`config.mk`:
```
export PLATFORM = sky130hd
export DESIGN_NAME = regfile_write_arbiter
export DESIGN_NICKNAME = d
export VERILOG_FILES = /design/src/rtl/regfile_write_arbiter_pkg.sv /design/src/rtl/regfile_write_arbiter_rr_pick.sv /design/src/rtl/regfile_write_arbiter.sv
export SDC_FILE = /design/constraint.sdc
export NUM_CORES = 1
export LEC_CHECK = 0
export ABC_AREA = 1
export ABC_CLOCK_PERIOD_IN_PS = 5880
export CORE_AREA = 2 2 98 100
export CTS_BUF_LIST = sky130_fd_sc_hd__clkbuf_4
export CTS_CLUSTER_DIAMETER = 40
export DETAILED_ROUTE_END_ITERATION = 8
export DIE_AREA = 0 0 100 102
export HOLD_SLACK_MARGIN = 0.06
export MAX_ROUTING_LAYER = met4
export PLACE_DENSITY = 0.86
export SYNTH_ARGS = -nofsm -noshare
export SYNTH_HDL_FRONTEND = slang
export SYNTH_SLANG_ARGS = --single-unit
export TNS_END_PERCENT = 10
```
`constraint.sdc`:
```
create_clock -name clk -period 5.88 [get_ports clk]
set_input_delay 0.882 -clock clk [delete_from_list [all_inputs] [get_ports clk]]
set_output_delay 0.882 -clock clk [all_outputs]
set_load 0.02 [all_outputs]
```
`src/rtl/regfile_write_arbiter_pkg.sv`:
```
// rtl/regfile_write_arbiter_pkg.sv - shared defaults and widths for the register file write arbiter
package regfile_write_arbiter_pkg;

    localparam int RWA_NREQ_DEF   = 4;
    localparam int RWA_WIDTH_DEF  = 32;
    localparam int RWA_AWIDTH_DEF = 5;
    localparam int DROP_CNT_W     = 16;

    // Index width that stays legal even for a single-entry vector.
    function automatic int idx_width(input int n);
        return (n > 1) ? $clog2(n) : 1;
    endfunction

endpackage

```
`src/rtl/regfile_write_arbiter_rr_pick.sv`:
```
// rtl/regfile_write_arbiter_rr_pick.sv - combinational round-robin search starting at ptr
module rr_pick
    import regfile_write_arbiter_pkg::*;
#(
    parameter int N  = RWA_NREQ_DEF,
    parameter int IW = idx_width(N)
) (
    input  logic [N-1:0]  req,
    input  logic [IW-1:0] ptr,
    output logic [N-1:0]  grant,
    output logic [IW-1:0] idx
);

    logic [IW:0]   w_pos;
    logic [IW-1:0] w_sel;
    logic          w_found;

    // Walk ptr, ptr+1, ... wrapping at N; the first requester seen wins.
    always_comb begin
        grant   = '0;
        idx     = '0;
        w_found = 1'b0;
        w_pos   = '0;
        w_sel   = '0;
        for (int k = 0; k < N; k++) begin
            w_pos = {1'b0, ptr} + (IW+1)'(k);
            if (w_pos >= (IW+1)'(N)) begin
                w_pos = w_pos - (IW+1)'(N);
            end
            w_sel = w_pos[IW-1:0];
            if (!w_found && req[w_sel]) begin
                w_found     = 1'b1;
                grant[w_sel] = 1'b1;
                idx         = w_sel;
            end
        end
    end

endmodule

```
`src/rtl/regfile_write_arbiter.sv`:
```
// rtl/regfile_write_arbiter.sv - round-robin arbiter funnelling writeback requesters into one register file port
module regfile_write_arbiter
    import regfile_write_arbiter_pkg::*;
#(
    parameter int NREQ   = RWA_NREQ_DEF,
    parameter int WIDTH  = RWA_WIDTH_DEF,
    parameter int AWIDTH = RWA_AWIDTH_DEF,
    localparam int SW    = idx_width(NREQ)
) (
    input  logic                    clk,
    input  logic                    clr_n,
    input  logic                    stall,
    input  logic [NREQ-1:0]         req_valid,
    input  logic [NREQ*AWIDTH-1:0]  req_addr,
    input  logic [NREQ*WIDTH-1:0]   req_data,
    output logic [NREQ-1:0]         req_ready,
    output logic                    wr_en,
    output logic [AWIDTH-1:0]       wr_addr,
    output logic [WIDTH-1:0]        wr_data,
    output logic [SW-1:0]           wr_src,
    output logic [DROP_CNT_W-1:0]   drop_cnt
);

    logic [NREQ-1:0]       w_req;
    logic [NREQ-1:0]       w_grant;
    logic [SW-1:0]         w_idx;
    logic [SW-1:0]         w_ptr_next;
    logic                  w_xfer;
    logic [AWIDTH-1:0]     w_sel_addr;
    logic [WIDTH-1:0]      w_sel_data;

    logic [SW-1:0]         r_rr_ptr;
    logic                  r_wr_en;
    logic [AWIDTH-1:0]     r_wr_addr;
    logic [WIDTH-1:0]      r_wr_data;
    logic [SW-1:0]         r_wr_src;
    logic [DROP_CNT_W-1:0] r_drop_cnt;

    // Grants are masked during reset and stall so the search never sees them.
    always_comb begin
        w_req = '0;
        if (clr_n && !stall) begin
            w_req = req_valid;
        end
    end

    rr_pick #(
        .N  (NREQ),
        .IW (SW)
    ) u_rr_pick (
        .req   (w_req),
        .ptr   (r_rr_ptr),
        .grant (w_grant),
        .idx   (w_idx)
    );

    assign req_ready = w_grant;
    assign w_xfer    = |w_grant;

    // Grant is one-hot, so an OR-mux picks the winning payload.
    always_comb begin
        w_sel_addr = '0;
        w_sel_data = '0;
        for (int i = 0; i < NREQ; i++) begin
            if (w_grant[i]) begin
                w_sel_addr = w_sel_addr | req_addr[i*AWIDTH +: AWIDTH];
                w_sel_data = w_sel_data | req_data[i*WIDTH +: WIDTH];
            end
        end
    end

    always_comb begin
        w_ptr_next = w_idx + 1'b1;
        if (w_idx == SW'(NREQ-1)) begin
            w_ptr_next = '0;
        end
    end

    always_ff @(posedge clk or negedge clr_n) begin
        if (!clr_n) begin
            r_rr_ptr <= '0;
        end else if (w_xfer) begin
            r_rr_ptr <= w_ptr_next;
        end
    end

    always_ff @(posedge clk or negedge clr_n) begin
        if (!clr_n) begin
            r_wr_en   <= 1'b0;
            r_wr_addr <= '0;
            r_wr_data <= '0;
            r_wr_src  <= '0;
        end else if (w_xfer) begin
            r_wr_en   <= |w_sel_addr;
            r_wr_addr <= w_sel_addr;
            r_wr_data <= w_sel_data;
            r_wr_src  <= w_idx;
        end else begin
            r_wr_en   <= 1'b0;
        end
    end

    // Writes to register 0 are swallowed but counted, saturating at all-ones.
    always_ff @(posedge clk or negedge clr_n) begin
        if (!clr_n) begin
            r_drop_cnt <= '0;
        end else if (w_xfer && (w_sel_addr == '0) && (r_drop_cnt != '1)) begin
            r_drop_cnt <= r_drop_cnt + 1'b1;
        end
    end

    assign wr_en    = r_wr_en;
    assign wr_addr  = r_wr_addr;
    assign wr_data  = r_wr_data;
    assign wr_src   = r_wr_src;
    assign drop_cnt = r_drop_cnt;

endmodule

```
# --- Yosys cells after proc, flatten, opt, wreduce, memory -nomap -nowiden ---
# Index checks and enable logic that the tools add are counted.
classes:
  order_cmp: 12
  addsub: 9
  bitwise: 9
  n_mux: 42
  n_reduce_logical: 17
  n_eq_ne: 2
op_table:
  columns: ["operator", "n"]
  rows:
  - ["32-bit 2-to-1 mux", 4]
  - ["32-bit bitwise OR", 3]
  - ["4-bit 2-to-1 mux", 5]
  - ["5-bit 2-to-1 mux", 4]
  - ["2-bit 2-to-1 mux", 9]
  - ["16-bit by 1-bit adder with 16-bit output, second input constant", 1]
  - ["16-bit != test, second input constant", 1]
  - ["5-bit bitwise OR", 3]
  - ["2-bit by 3-bit < comparator with 1-bit output, second input constant", 4]
  - ["1-bit 2-to-1 mux", 12]
  - ["4-bit bitwise OR", 3]
  - ["1-bit logical AND", 10]
  - ["3-bit >= comparator, second input constant", 3]
  - ["1-bit binary-select mux with 2-bit select", 4]
  - ["1-bit demux with 2-bit select", 4]
  - ["2-bit by 1-bit >= comparator with 1-bit output, second input constant", 4]
  - ["2-bit by 1-bit subtractor with 2-bit output, second input constant", 4]
  - ["2-bit by 2-bit adder with 3-bit output, second input constant", 2]
  - ["5-bit zero test", 1]
  - ["5-bit OR reduction", 1]
  - ["1-bit zero test", 4]
  - ["4-bit OR reduction", 1]
  - ["2-bit by 1-bit adder with 3-bit output, second input constant", 1]
  - ["2-bit by 3-bit >= comparator with 1-bit output, second input constant", 1]
  - ["other kinds (2)", 2]
totals:
  regBits: 58
  inputBits: 155
  output_inout_bits: 60

# --- Logic depth before layout (Yosys ltp) ---
depth:
  word_depth: 25
  depth_mapped: 20

# --- By module ---
# Synthesis repeated with hierarchy kept, for this count alone.
unflattened:
  hier_cells: 572
  area_unflattened_um2: 3960.0
by_module_without_submodules:
  columns: ["module", "cells_per_inst", "instances", "area_each_um2"]
  rows:
  - ["regfile_write_arbiter", 490, 1, 3483.3]
  - ["rr_pick", 82, 1, 476.7]

# --- Least setup slack after synthesis ---
# OpenSTA, ideal clock, no wires.
synth_path:
  path_kind: "input to output"
  start: "in clr_n"
  end: "out req_ready[0]"
  arrival_time_ps: 2270
  required_time_ps: 4998
  slack_ps: 2728
  path_stages: 11
  cell_sequence: "buf_6 -> nand3_4 -> nand2_2 -> nand3_4 -> nand2_4 -> nor2_2 -> buf_6 -> nand3_1 -> nand3_2 -> buf_6 -> clkbuf_1"
synth_via:
  elab_chain_cells: 14
  elab_cells_between_ends: 26
  classes_between: "16 x mux; 3 x bitwise; 7 x reduce/logical"
synth_lines:
  columns: ["element", "line_no", "source"]
  rows:
  - ["start, declared", "regfile_write_arbiter.sv:11", "input logic clr_n,"]
  - ["1-bit logical AND *", "regfile_write_arbiter.sv:42", "if (clr_n && !stall) begin"]
  - ["4-bit 2-to-1 mux *", "regfile_write_arbiter.sv:42", null]
  - ["1-bit binary-select mux with 2-bit select", "regfile_write_arbiter_rr_pick.sv:31", "if (!w_found && req[w_sel]) begin"]
  - ["1-bit 2-to-1 mux (not written as such)", "regfile_write_arbiter_rr_pick.sv:31", null]
  - ["1-bit 2-to-1 mux", "regfile_write_arbiter_rr_pick.sv:31", null]
  - ["1-bit zero test", "regfile_write_arbiter_rr_pick.sv:31", null]
  - ["1-bit logical AND", "regfile_write_arbiter_rr_pick.sv:31", null]
  - ["1-bit 2-to-1 mux", "regfile_write_arbiter_rr_pick.sv:31", null]
  - ["1-bit zero test", "regfile_write_arbiter_rr_pick.sv:31", null]
  - ["1-bit logical AND", "regfile_write_arbiter_rr_pick.sv:31", null]
  - ["1-bit 2-to-1 mux", "regfile_write_arbiter_rr_pick.sv:31", null]
  - ["1-bit zero test", "regfile_write_arbiter_rr_pick.sv:31", null]
  - ["1-bit logical AND", "regfile_write_arbiter_rr_pick.sv:31", null]
  - ["4-bit 2-to-1 mux *", "regfile_write_arbiter_rr_pick.sv:31", null]
  - ["end, declared", "regfile_write_arbiter.sv:16", "output logic [NREQ-1:0] req_ready,"]
# Mark *: on every way between the ends. The rest lies on a longest branch, timed or not. The select of a mux whose other input is x is not followed.

==> results.ini <==
[status]
status=finished clean

[cts]
post_cts.repair.setup_buffers=0
postCtsHoldBufs=0
ctsRootBufferMaster=clkbuf_4
clock_path_buffers=2
h-tree-depth=3
cts_made_buffers=9
cts_resized=0
clock_latency_ps=400
clk_pin_slew_ps=90
cts_sinks=58
cts_tree=yes

[power_and_ir_drop]
ir_drop_uv=311
swShare=0.550
pwr-share-clk=0.060
pwr-share-comb=0.757
seqPwrFrac=0.184
power_density_nw_per_um2=642
power_leakage_uw=0.00289
p_sw_uw=2170
p_int_uw=1770

[min_path]
holdCritPathClass=flip-flop to flip-flop

[die]
io_pins=215
die_w_um=100
die_height_um=102
start_util=0.426
rows=35
die-area_um2=10200
core_area_um2=9110

[drt]
drc_errors=0
first_pass_iters=4
drtIter0Drc=144
via_count=4356
ant_nets=0
totalWireLength_um=13300
vias_per_cell=5.18
wl_per_cell_um=15.9

[setup_path]
r2r_slack_ps=2130
critPathKind=flip-flop to output pin
crit_fanout=39
endpoint_kind=output pin
critPathMaxStageDelay_ps=700
critPathMostFrequentCell=nand3_1
slowest_stage=dfrtp_1
cp-start-kind=flip-flop
cp.arrival_ps=3590
cp_cell_sequence=inv_4, ha_1, inv_1, nand3_1, nand2_2, nor2_2, nand3_1, nand3_2, buf_4, clkdlybuf4s50_1
crit_required_ps=5000

[layout]
n_antenna_cell=0
stdcell_count=841
syn_to_final_growth_pct=58.2
drive_gt1_frac=0.0904
layout_commonest_cell=nand2_1
layout_common_cells=260 x nand2_1, 213 x clkdlybuf4s50_1, 58 x dfrtp_1, 37 x nand3_1, 32 x a221oi_1
num-fill-cells=759
final_nets=889

[placed_design]
place_congestion=0.916
hpwl_um=10300
placed_cells=825
numPortBuffers=214

[grt]
grt_start_max_net_pins=44
grt_pass1_wl_um=20200
overflow=0
first_global_vias=4127
grt_use_total=0.260
grt_antenna_before_repair=0

[sta]
setup_violations=0
post-route-min-period_ps=4470
maxSlewViolCount=0
worstMarginPinSlew_ps=625
clock_skew_ps=9.45
period_share=0.761
max_freq_mhz=223
finalHoldViolCount=0
tns_ps=0
grt_setup_unrepaired=false
slew_headroom=0.583

[logic_synthesis]
synth_area_per_cell_um2=7.46
yosys_warnings=0
synthCells=520
synth_seq_cells=58
netlist_area_um2=3880
ys_types=29
synth.yosys.seq_area_share=0.374
synth_nets=684

[run]
drv_cap=0

-- per-stage QoR --
step / cell area (um2) / hold slack, ps / power (uW) / setup WS, ps / util
3_3_place_gp: 6030 / 453 / 3650 / 1590 / 0.662
2_1_floorplan: 3880 / 582 / 2880 / 2730 / -
4_1_cts: 6140 / 483 / 3980 / 1410 / 0.674
3_5_place_dp: 6030 / 462 / 3730 / 1510 / 0.662
5_1_grt: 6140 / 507 / 4310 / 1130 / 0.674
6_report: 6140 / 482 / 3940 / 1410 / 0.674
-- state kept, by name (all words and copies together) (netlist names), named ones only --
register / flops
wr_src: 2
drop_cnt: 16
wr_data: 32
wr_addr: 5
wr_en: 1
r_rr_ptr: 1
-- critical path, delay by kind of cell (launching register included) --
| kind | cells | cell delay [ps] |
|---|---|---|
| buf+inv | 4 | 1300 |
| fa+ha+maj | 1 | 400 |
| flops | 1 | 700 |
| simple gates | 5 | 760 |
-- power groups by stage --
stage	Combinational, uW	Sequential [uW]	Clock [uW]
after floorplan	2000	884	0
after global placement	2930	725	0
after detailed placement	3000	726	0
after CTS	3010	723	243
after global routing	3310	747	256
final	2980	724	235
-- worst paths after layout --
kind,cells after the start,to,startpoint
setup reg to reg,16,drop_cnt[15],flip-flop
min in group asynchronous,1,wr_data[16],clr_n
hold reg to reg,2,wr_addr[1],wr_addr[1]
setup / recovery,10,req_ready[2],flip-flop
hold / removal,2,wr_addr[1],wr_addr[1]
max in group asynchronous,2,wr_data[14],clr_n
-- cell usage after synthesis --
cell | n | area share
nand2_2 | 17 | 0.027
dfrtp_1 | 58 | 0.37
inv_4 | 1 | 0.0016
buf_6 | 9 | 0.026
nor2_8 | 1 | 0.0052
nor2_1 | 9 | 0.0087
nand3_2 | 10 | 0.026
inv_1 | 13 | 0.013
inv_2 | 1 | 0.00097
o221ai_1 | 1 | 0.0023
nand2_1 | 260 | 0.25
nand3_4 | 3 | 0.014
nand2_4 | 2 | 0.0058
a31o_2 | 1 | 0.0023
buf_4 | 1 | 0.0019
nand3_1 | 37 | 0.048
nor4_1 | 1 | 0.0016
xor2_1 | 5 | 0.011
nor2_4 | 3 | 0.0087
o211ai_1 | 1 | 0.0019
buf_2 | 2 | 0.0026
clkbuf_1 | 14 | 0.014
nor2_2 | 5 | 0.0081
ha_1 | 9 | 0.029
xnor2_1 | 9 | 0.020
nand4_1 | 11 | 0.018
o21ai_0 | 2 | 0.0026
a221oi_1 | 32 | 0.072
a21oi_1 | 2 | 0.0026
-- per-layer routing --
layer,GRT usage,up-vias,part of all wire
li1,-,2127,-
met1,0.304,2051,0.40
met2,0.449,158,0.51
met3,0.0657,20,0.072
met4,0.0685,0,0.017
met5,-,-,0
-- final cells by class --
class                      count  area, um2  share of cell area
inverter                      15       58.8             0.00958
clock inverter                 6       33.8             0.00550
multi-input combinational    421       2200               0.358
timing repair buffer         220       2180               0.356
clock buffer                  10       75.1              0.0122
tap                          111        139              0.0226
sequential                    58       1450               0.236
-- logic make-up (layout without fill, tap and decap cells) --
logic type	after synthesis	count (layout)	share of synthesized area
DFF	58	58	0.374
buffers and inverters	41	251	0.0594
adders and majority gates	9	9	0.0290
and+or+nand+nor	359	359	0.422
AOI/OAI and AO/OA	39	39	0.0839
xor gates and xnor gates	14	14	0.0316
Power figures use the tool's default switching activity.
